File: config.mk
export PLATFORM = sky130hd
export DESIGN_NAME = hazard_scoreboard
export DESIGN_NICKNAME = d
export VERILOG_FILES = /design/src/rtl/lc3b_types.sv /design/src/rtl/sb_counter.sv /design/src/rtl/hazard_scoreboard.sv
export SDC_FILE = /design/constraint.sdc
export NUM_CORES = 1
export LEC_CHECK = 0
export ABC_AREA = 1
export CELL_PAD_IN_SITES_DETAIL_PLACEMENT = 1
export CELL_PAD_IN_SITES_GLOBAL_PLACEMENT = 1
export CORE_UTILIZATION = 38
export CTS_CLUSTER_SIZE = 25
export DETAILED_ROUTE_END_ITERATION = 12
export GPL_TIMING_DRIVEN = 0
export PLACE_DENSITY_LB_ADDON = 0.1
export SYNTH_ARGS = -nofsm -noshare
export SYNTH_HDL_FRONTEND = slang
export SYNTH_SLANG_ARGS = --single-unit
File: constraint.sdc
create_clock -name clk -period 3.3 [get_ports clk]
set_input_delay 0.66 -clock clk [delete_from_list [all_inputs] [get_ports clk]]
set_output_delay 0.66 -clock clk [all_outputs]
set_load 0.05 [all_outputs]
File: src/rtl/lc3b_types.sv
// rtl/lc3b_types.sv - shared LC-3b types and scoreboard sizing constants
package lc3b_types;

  localparam int LC3B_NUM_REGS   = 8;
  localparam int SB_MAX_INFLIGHT = 4;
  localparam int SB_CNT_W        = $clog2(SB_MAX_INFLIGHT + 1);

  typedef logic [2:0]          lc3b_reg;
  typedef logic [SB_CNT_W-1:0] lc3b_sb_cnt;

endpackage

File: src/rtl/sb_counter.sv
// rtl/sb_counter.sv - up/down in-flight counter with clear and underflow detect
module sb_counter #(
  parameter int W = 3
) (
  input  logic         clk,
  input  logic         rst,
  input  logic         inc,
  input  logic         dec,
  input  logic         clr,
  output logic [W-1:0] cnt,
  output logic         nz,
  output logic         underflow
);

  // Simultaneous inc and dec cancel; the caller guarantees inc never hits a saturated count.
  always_ff @(posedge clk) begin
    if (rst || clr) begin
      cnt <= '0;
    end else if (inc && !dec) begin
      cnt <= cnt + W'(1);
    end else if (dec && !inc && (cnt != '0)) begin
      cnt <= cnt - W'(1);
    end
  end

  assign nz        = (cnt != '0);
  assign underflow = dec && !inc && !clr && (cnt == '0);

endmodule

File: src/rtl/hazard_scoreboard.sv
// rtl/hazard_scoreboard.sv - LC-3b decode issue scoreboard; HAZARD_WB_BYPASS_EN enables same-cycle retire bypass
module hazard_scoreboard
  import lc3b_types::*;
#(
  parameter int MAX_INFLIGHT = SB_MAX_INFLIGHT,
  parameter int CNT_W        = $clog2(MAX_INFLIGHT + 1)
) (
  input  logic             clk,
  input  logic             rst,
  input  logic             dec_valid,
  input  logic [2:0]       dec_src_a,
  input  logic             dec_src_a_used,
  input  logic [2:0]       dec_src_b,
  input  logic             dec_src_b_used,
  input  logic             dec_reads_cc,
  input  logic [2:0]       dec_dr,
  input  logic             dec_writes_dr,
  input  logic             dec_sets_cc,
  input  logic             issue_ready,
  input  logic             wb_valid,
  input  logic [2:0]       wb_dr,
  input  logic             wb_writes_dr,
  input  logic             wb_sets_cc,
  input  logic             flush,
  output logic             issue,
  output logic             stall,
  output logic [7:0]       busy_regs,
  output logic             cc_busy,
  output logic [CNT_W-1:0] inflight,
  output logic             sb_err
);

  localparam logic [CNT_W-1:0] CNT_MAX = CNT_W'(MAX_INFLIGHT);
  localparam logic [CNT_W-1:0] CNT_ONE = CNT_W'(1);

  logic [CNT_W-1:0]         reg_cnt [LC3B_NUM_REGS];
  logic [LC3B_NUM_REGS-1:0] reg_nz, reg_inc, reg_dec, reg_uf, reg_busy;
  logic [CNT_W-1:0]         cc_cnt, tot_cnt;
  logic                     cc_nz, cc_inc, cc_dec, cc_uf, cc_hz_busy;
  logic                     tot_nz, tot_dec, tot_uf, tot_full;
  logic                     hazard;

  // Retires arriving during a flush are squashed along with everything else.
  assign cc_inc  = issue && dec_sets_cc;
  assign cc_dec  = wb_valid && wb_sets_cc && !flush;
  assign tot_dec = wb_valid && !flush;

  for (genvar g = 0; g < LC3B_NUM_REGS; g++) begin : g_reg
    assign reg_inc[g] = issue && dec_writes_dr && (dec_dr == lc3b_reg'(g));
    assign reg_dec[g] = wb_valid && wb_writes_dr && !flush && (wb_dr == lc3b_reg'(g));

    sb_counter #(.W(CNT_W)) u_reg_cnt (
      .clk       (clk),
      .rst       (rst),
      .inc       (reg_inc[g]),
      .dec       (reg_dec[g]),
      .clr       (flush),
      .cnt       (reg_cnt[g]),
      .nz        (reg_nz[g]),
      .underflow (reg_uf[g])
    );

`ifdef HAZARD_WB_BYPASS_EN
    assign reg_busy[g] = reg_nz[g] && !((reg_cnt[g] == CNT_ONE) && reg_dec[g]);
`else
    assign reg_busy[g] = reg_nz[g];
`endif
  end

  sb_counter #(.W(CNT_W)) u_cc_cnt (
    .clk       (clk),
    .rst       (rst),
    .inc       (cc_inc),
    .dec       (cc_dec),
    .clr       (flush),
    .cnt       (cc_cnt),
    .nz        (cc_nz),
    .underflow (cc_uf)
  );

  sb_counter #(.W(CNT_W)) u_tot_cnt (
    .clk       (clk),
    .rst       (rst),
    .inc       (issue),
    .dec       (tot_dec),
    .clr       (flush),
    .cnt       (tot_cnt),
    .nz        (tot_nz),
    .underflow (tot_uf)
  );

`ifdef HAZARD_WB_BYPASS_EN
  assign cc_hz_busy = cc_nz && !((cc_cnt == CNT_ONE) && cc_dec);
  assign tot_full   = (tot_cnt == CNT_MAX) && !tot_dec;
`else
  assign cc_hz_busy = cc_nz;
  assign tot_full   = (tot_cnt == CNT_MAX);
`endif

  assign hazard = (dec_src_a_used && reg_busy[dec_src_a])
                | (dec_src_b_used && reg_busy[dec_src_b])
                | (dec_reads_cc   && cc_hz_busy)
                | (dec_writes_dr  && (reg_cnt[dec_dr] == CNT_MAX))
                | (dec_sets_cc    && (cc_cnt == CNT_MAX))
                | tot_full;

  assign issue = dec_valid && issue_ready && !hazard && !flush && !rst;
  assign stall = dec_valid && !issue;

  always_ff @(posedge clk) begin
    if (rst) begin
      sb_err <= 1'b0;
    end else if ((|reg_uf) || cc_uf || tot_uf) begin
      sb_err <= 1'b1;
    end
  end

  assign busy_regs = reg_nz;
  assign cc_busy   = cc_nz;
  assign inflight  = tot_cnt;

endmodule

==> run metrics, run 1 <==
PwrDens=284 mW/mm2; status=completed; Arrival @ worst endpoint=between 2000 and 2500 ps; Slew @ Worst Pin=between 700 and 800 ps; Vias/cell=approximately 5.4; Pint=0.000674 W; num rows=29; Syn Nets=455; worst hold path type=reg -> reg; total of warnings raised by yosys=0; core box area=roughly 0.0065 mm2; crit-path cells=clkdlybuf4s50_1 > nor2_4 > nand4_1 > a211oi_2 > nand2_2 > nor2_4 > nand2_4 > inv_2 > buf_2; Worst path depth=9; Clock power frac=44.1%; post-layout util=about half; share of layout cells above drive strength 1=about 9.8%; Clock Pin Slew Worst Setup and Hold Paths=roughly 70 ps; number of diodes=0; IO buf count=38; CP Class=in -> out; post-route insts no fill=approximately 550; Crit. End Element=output port; latest clock arrival within the worst-skew pair=around 290 ps; setup TNS=0 ps; placed cell count=535; Max Buffers Root-to-Sink=2; Comb power frac=about 15%; synthesized area per cell=~6.3 um2; Area Growth Syn to Fin=23.3%; Cell variety after synth=30; Pre-antenna DRT Iters=5; Net Sw Power=0.000246 W; crit path buf inv count=3; Routed WL per cell=between 15 and 20 um; placed cell area=between 0.003 and 0.004 mm2; setup ws final=~160 ps; drt drc=0; CTS buffer count=5; drt total wl=8280 um; vias in the first global route=just under 3000; maxcap violations=0; Worst path max stage delay=around 460 ps; Clock Skew=9.63 ps; die area=a little over 0.007 mm2; worst vdd rail ir drop=0.000146 V; initial antenna violation count=0; CTS tree=yes; Layout Nets=502; Die W=approximately 85 um; CP Max Fanout=8; CP delay by family, top=buffers and inverters; CTS Root Cell=clkbuf_8; Slew Viols, Final=0; Hold Path Depth=1; clk sinks=31; Leak=between 1 and 1.5 nW; Post-DP HPWL=~6600 um; register area=approximately 620 um2; crit share post-route=about 95%; Critical Path RT=approximately 2600 ps; total gr overflow=0; Worst Setup Start Kind=input port; Slew HR=roughly half; largest net degree at the start of global routing=11; # hold bufs at CTS=0; Setup violations, final=0; Tot GR Track Use=roughly a quarter; detailed-route via count=2947; Iter 0 DRT Violations=around 130; area occupied by multi-input gates=0.00163 mm2; Die Ht=85.1 um; flops & latches, synth=31; Syn Inst Count=420; starting density of the core=around two fifths; fmax=roughly 320 MHz; Ports=40; first-pass GRT wire length=~14000 um; Fin. Hold Viols=0; Flop pwr share=just over 40%; RD Place Congestion=just under 0.9; Sw Share=a little over a quarter; Fillers=890; cell with the largest stage delay on the worst path=clkdlybuf4s50_1; worst slack, placed=-671 ps; RSZ-0062 raised after global routing=false; post-synthesis cell area=between 0.002 and 0.003 mm2; Design Area, Final=0.00324 mm2; CP most frequent cell=nor2_4; Seq/Total Area, Yosys=between 20% and 30%; FF-to-FF path depth=15; Routed Antenna Nets=0; min cycle time layout=around 3100 ps; H-tree depth=2
-- worst paths after layout --
| check | startpoint | end | slack, ps |
|---|---|---|---|
| setup reg to reg | g_reg[2].u_reg_cnt.cnt[0] | g_reg[1].u_reg_cnt.cnt[2] | 450 |
| setup / recovery | rst | issue | 160 |
| hold / removal | g_reg[5].u_reg_cnt.cnt[0] | g_reg[5].u_reg_cnt.cnt[0] | 510 |
| hold reg to reg | g_reg[5].u_reg_cnt.cnt[0] | g_reg[5].u_reg_cnt.cnt[0] | 510 |
-- area by class of cell --
class                   instances  area share [%]
repair buffers                 40            12.1
multi-input cells             299            50.2
clock inverters                 2            1.08
well taps                      77            2.98
flip-flops and latches         31            19.2
plain buffers                  13            2.94
inverters                      77            8.93
clock buffers                   6            2.55
-- registers in the layout, indices dropped and copies added (netlist names) --
name and cells:
g.u_reg_cnt.cnt 24, sb_err 1, u_cc_cnt.cnt 3, u_tot_cnt.cnt 3
-- cells by family after synthesis --
group / count (synthesis) / share of synthesized area, %
flops: 31 / 23.6
simple gates: 235 / 43.1
compound gates: 54 / 11.0
fa+ha+maj: 10 / 7.62
buf+inv: 90 / 14.6
-- through the flow --
stage,hold slack (ps),total power [W]
2_1_floorplan,466,0.000458
3_3_place_gp,485,0.000518
3_5_place_dp,493,0.000521
4_1_cts,511,0.000927
5_1_grt,571,0.000964
6_report,511,0.000920
-- Yosys cell counts --
| library cell | number | share of area, % |
|---|---|---|
| a21oi_1 | 29 | 5.5 |
| nor2_2 | 3 | 0.71 |
| nor3_1 | 5 | 0.95 |
| o21bai_1 | 1 | 0.29 |
| o21ai_0 | 14 | 2.7 |
| nor3_2 | 1 | 0.38 |
| buf_4 | 9 | 2.6 |
| nand2_2 | 5 | 1.2 |
| nand3_2 | 1 | 0.38 |
| o21ai_1 | 5 | 0.95 |
| nor2_8 | 1 | 0.76 |
| dfxtp_1 | 31 | 24 |
| inv_1 | 75 | 11 |
| nand2_4 | 1 | 0.43 |
| o21ai_2 | 1 | 0.33 |
| clkbuf_1 | 2 | 0.29 |
| a211oi_1 | 1 | 0.29 |
| inv_2 | 2 | 0.29 |
| nand4_1 | 29 | 6.9 |
| buf_8 | 1 | 0.57 |
| nand3b_1 | 1 | 0.29 |
| nand3_4 | 2 | 1.3 |
| nand3_1 | 55 | 10 |
| fa_1 | 10 | 7.6 |
| o211ai_1 | 1 | 0.29 |
| nor2_1 | 61 | 8.7 |
| nand2_1 | 68 | 9.7 |
| a21oi_2 | 2 | 0.67 |
| nor2_4 | 2 | 0.86 |
| buf_2 | 1 | 0.19 |
-- cells in the final DEF, fill, tap and decap left out, types with 10 or more instances in the layout --
cell	synthesis	layout
inv_1	75	74
nand2_1	68	68
nor2_1	61	61
nand3_1	55	55
clkdlybuf4s50_1	0	34
dfxtp_1	31	31
nand4_1	29	29
a21oi_1	29	29
o21ai_0	14	14
buf_4	9	11
fa_1	10	10
-- power by group through the flow --
stage | Combinational [W] | Sequential [W] | Clock (W)
floorplan | 0.0000659 | 0.000392 | 0
global placement | 0.000132 | 0.000386 | 0
detailed placement | 0.000135 | 0.000386 | 0
CTS | 0.000136 | 0.000377 | 0.000414
global route | 0.000150 | 0.000378 | 0.000436
finish | 0.000137 | 0.000378 | 0.000405
-- metal layers --
metal | share of wire (%) | GRT usage [%] | wire [um] | vias up
met4 | 0.99 | 5.86 | 82 | 0
li1 | - | - | - | 1457
met2 | 46 | 41.9 | 3800 | 61
met1 | 48 | 33.0 | 3940 | 1420
met3 | 5.5 | 3.79 | 453 | 9
met5 | 0 | 0 | 0 | -
-- what timing repair did --
item,CTS,global route
gates resized for setup,11,4
buffers inserted,1,1
pin swaps,1,3
setup endpoints to repair,8,11
(Power assumes the default switching activity.)
==> inputs of run 2 (changes only) <==
REMOVE_ABC_BUFFERS = 1   (was unset)
==> run 2 against run 1 <==
First-iteration DRC count shrank 6.1%. Non-clock buffer count shrank 10. Combinational power is essentially flat. Critical endpoint is now stall. Largest cell class unchanged.
==> run metrics, run 2 (synthesis gave the netlist of run 1 again) <==
Post-DP HPWL=6130 um (was 6570 um); die area=0.00725 mm2 (unchanged); Worst Setup Start Kind=input port (unchanged); latest clock arrival within the worst-skew pair=300 ps (was 290 ps); Clock Pin Slew Worst Setup and Hold Paths=70 ps (about the same); Largest register FFs=24 (unchanged); maxcap violations=0 (unchanged); Routed WL per cell=15.3 um (was 15.2 um); # hold bufs at CTS=0 (unchanged); commonest non-fill, non-tap cells in the layout=74 x inv_1, 68 x nand2_1, 61 x nor2_1, 55 x nand3_1, 34 x clkdlybuf4s50_1 (unchanged); crit path from=rst (unchanged); Hold Slack=509 ps (was 511 ps); PwrDens=259 mW/mm2 (was 284 mW/mm2); Critical Path RT=2640 ps (about the same); Die Ht=85.1 um (unchanged); Slew HR=42.0% (was 50.9%); crit share post-route=95.7% (was 95.1%); Arrival @ worst endpoint=2500 ps (was 2480 ps); Slew @ Worst Pin=869 ps (was 737 ps); r2r startpoint=g_reg[0].u_reg_cnt.cnt[0] (was g_reg[2].u_reg_cnt.cnt[0]); Tot GR Track Use=24.6% (was 24.7%); RSZ-0062 raised after global routing=true (was false); RD Place Congestion=0.857 (was 0.890); Slew Viols, Final=0 (unchanged); Iter 0 DRT Violations=123 (was 131); first-pass GRT wire length=13800 um (was 13900 um); Hold Crit Start=g_reg[3].u_reg_cnt.cnt[0] (was g_reg[5].u_reg_cnt.cnt[0]); core box area=0.00649 mm2 (unchanged); placed cell count=523 (was 535); Clock Skew=7.43 ps (was 9.63 ps); area occupied by multi-input gates=0.00165 mm2 (was 0.00163 mm2); min cycle time layout=3160 ps (was 3140 ps); Leak=1.40 nW (was 1.46 nW); Area Growth Syn to Fin=20.6% (was 23.3%); CTS Root Cell=clkbuf_8 (unchanged); register area=621 um2 (unchanged); starting density of the core=40.4% (unchanged); clk sinks=31 (unchanged); Vias/cell=5.27 (was 5.41); Pre-antenna DRT Iters=4 (was 5); num rows=29 (unchanged); H-tree depth=2 (unchanged); drt drc=0 (unchanged); CTS tree=yes (unchanged); Die W=85.1 um (unchanged); number of diodes=0 (unchanged); total gr overflow=0 (unchanged); CP Max Fanout=8 (unchanged); detailed-route via count=2829 (was 2947); share of layout cells above drive strength 1=8.04% (was 9.83%); Layout Nets=494 (was 502); status=completed (unchanged); vias in the first global route=2917 (was 2934); largest net degree at the start of global routing=17 (was 11); Top reg by flops=g.u_reg_cnt.cnt (unchanged); CTS buffer count=5 (unchanged); fmax=317 MHz (was 319 MHz); worst vdd rail ir drop=0.000153 V (was 0.000146 V); Crit. End Element=output port (unchanged); met2 usage=44.7% (was 41.9%); Setup violations, final=0 (unchanged); most common cell after layout, fill and taps aside=inv_1 (unchanged); post-route insts no fill=537 (was 545); drt total wl=8200 um (was 8280 um); Fillers=906 (was 890); met1 Usage GRT=29.4% (was 33.0%); global routing usage on met3=3.50% (was 3.79%); initial antenna violation count=0 (unchanged); Regs by FF count=g.u_reg_cnt.cnt: 24 flops, u_cc_cnt.cnt: 3 flops, u_tot_cnt.cnt: 3 flops (unchanged); placed cell area=0.00302 mm2 (was 0.00310 mm2); GRT busiest layer=met2 (unchanged); Ports=40 (unchanged); Routed Antenna Nets=0 (unchanged); Fin. Hold Viols=0 (unchanged); worst hold path type=reg -> reg (unchanged); CP Class=in -> out (unchanged); IO buf count=39 (was 38); Max Buffers Root-to-Sink=2 (unchanged); Design Area, Final=0.00317 mm2 (was 0.00324 mm2)
## run 2: final cells by class
type	count	area share, %
multi-input cells	301	52.1
flip-flops and latches	31	19.6
repair buffers	43	13.6
inverters	77	9.12
well taps	77	3.04
clock buffers	7	2.41
clock inverters	1	0.158
## run 2: where the power goes
group	total, W	leakage, nW	internal (W)	switching, W
Combinational	0.000138	1.11	0.0000529	0.0000848
Sequential	0.000378	0.250	0.000376	0.00000173
Clock	0.000306	0.0422	0.000148	0.000158
Total	0.000821	1.40	0.000577	0.000244
## run 2: path summary, 6_finish.rpt
kind                                     to  slack [ps]  depth (start not counted)
setup / recovery                      stall         140                         10
hold / removal    g_reg[3].u_reg_cnt.cnt[0]         510                          1
setup reg to reg  g_reg[1].u_reg_cnt.cnt[2]         420                         15
hold reg to reg   g_reg[3].u_reg_cnt.cnt[0]         510                          1
## run 2: metrics by stage
step / util [%] / setup slack [ps] / power, W / TNS, ps
3_3_place_gp: 46.5 / -1140 / 0.000515 / -20800
4_1_cts: 48.4 / 18.6 / 0.000831 / 0
2_1_floorplan: - / 246 / 0.000454 / 0
5_1_grt: 48.8 / -18.6 / 0.000864 / -18.6
6_report: 48.8 / 143 / 0.000821 / 0
3_5_place_dp: 46.5 / -1170 / 0.000517 / -22500
## run 2: per-layer routing
layer / up-vias / part of all wire (%)
li1: 1444 / -
met5: - / 0
met1: 1342 / 45
met4: 0 / 1.5
met2: 35 / 51
met3: 8 / 2.4
## run 2: repair_timing
item                       CTS  global route
setup endpoints to repair   31            16
cloned                       1             1
gates resized for setup     12             6
buffers inserted             4             0
pin swaps                    3             1
## run 2: worst max-delay path, cell delays in order
cell and delay (ps):
clkdlybuf4s50_1 520, nor2_4 170, nand4_1 140, a211oi_2 250, nand2_2 110, nor2_4 140, nand2_4 100, inv_2 150
nor2_1 50, clkbuf_4 200
==> inputs of run 3 (changes only) <==
CTS_CLUSTER_SIZE = 10   (was 25)
==> results of run 3 <==
Same layout as run 2: the final DEF is identical, and so are final timing and power.
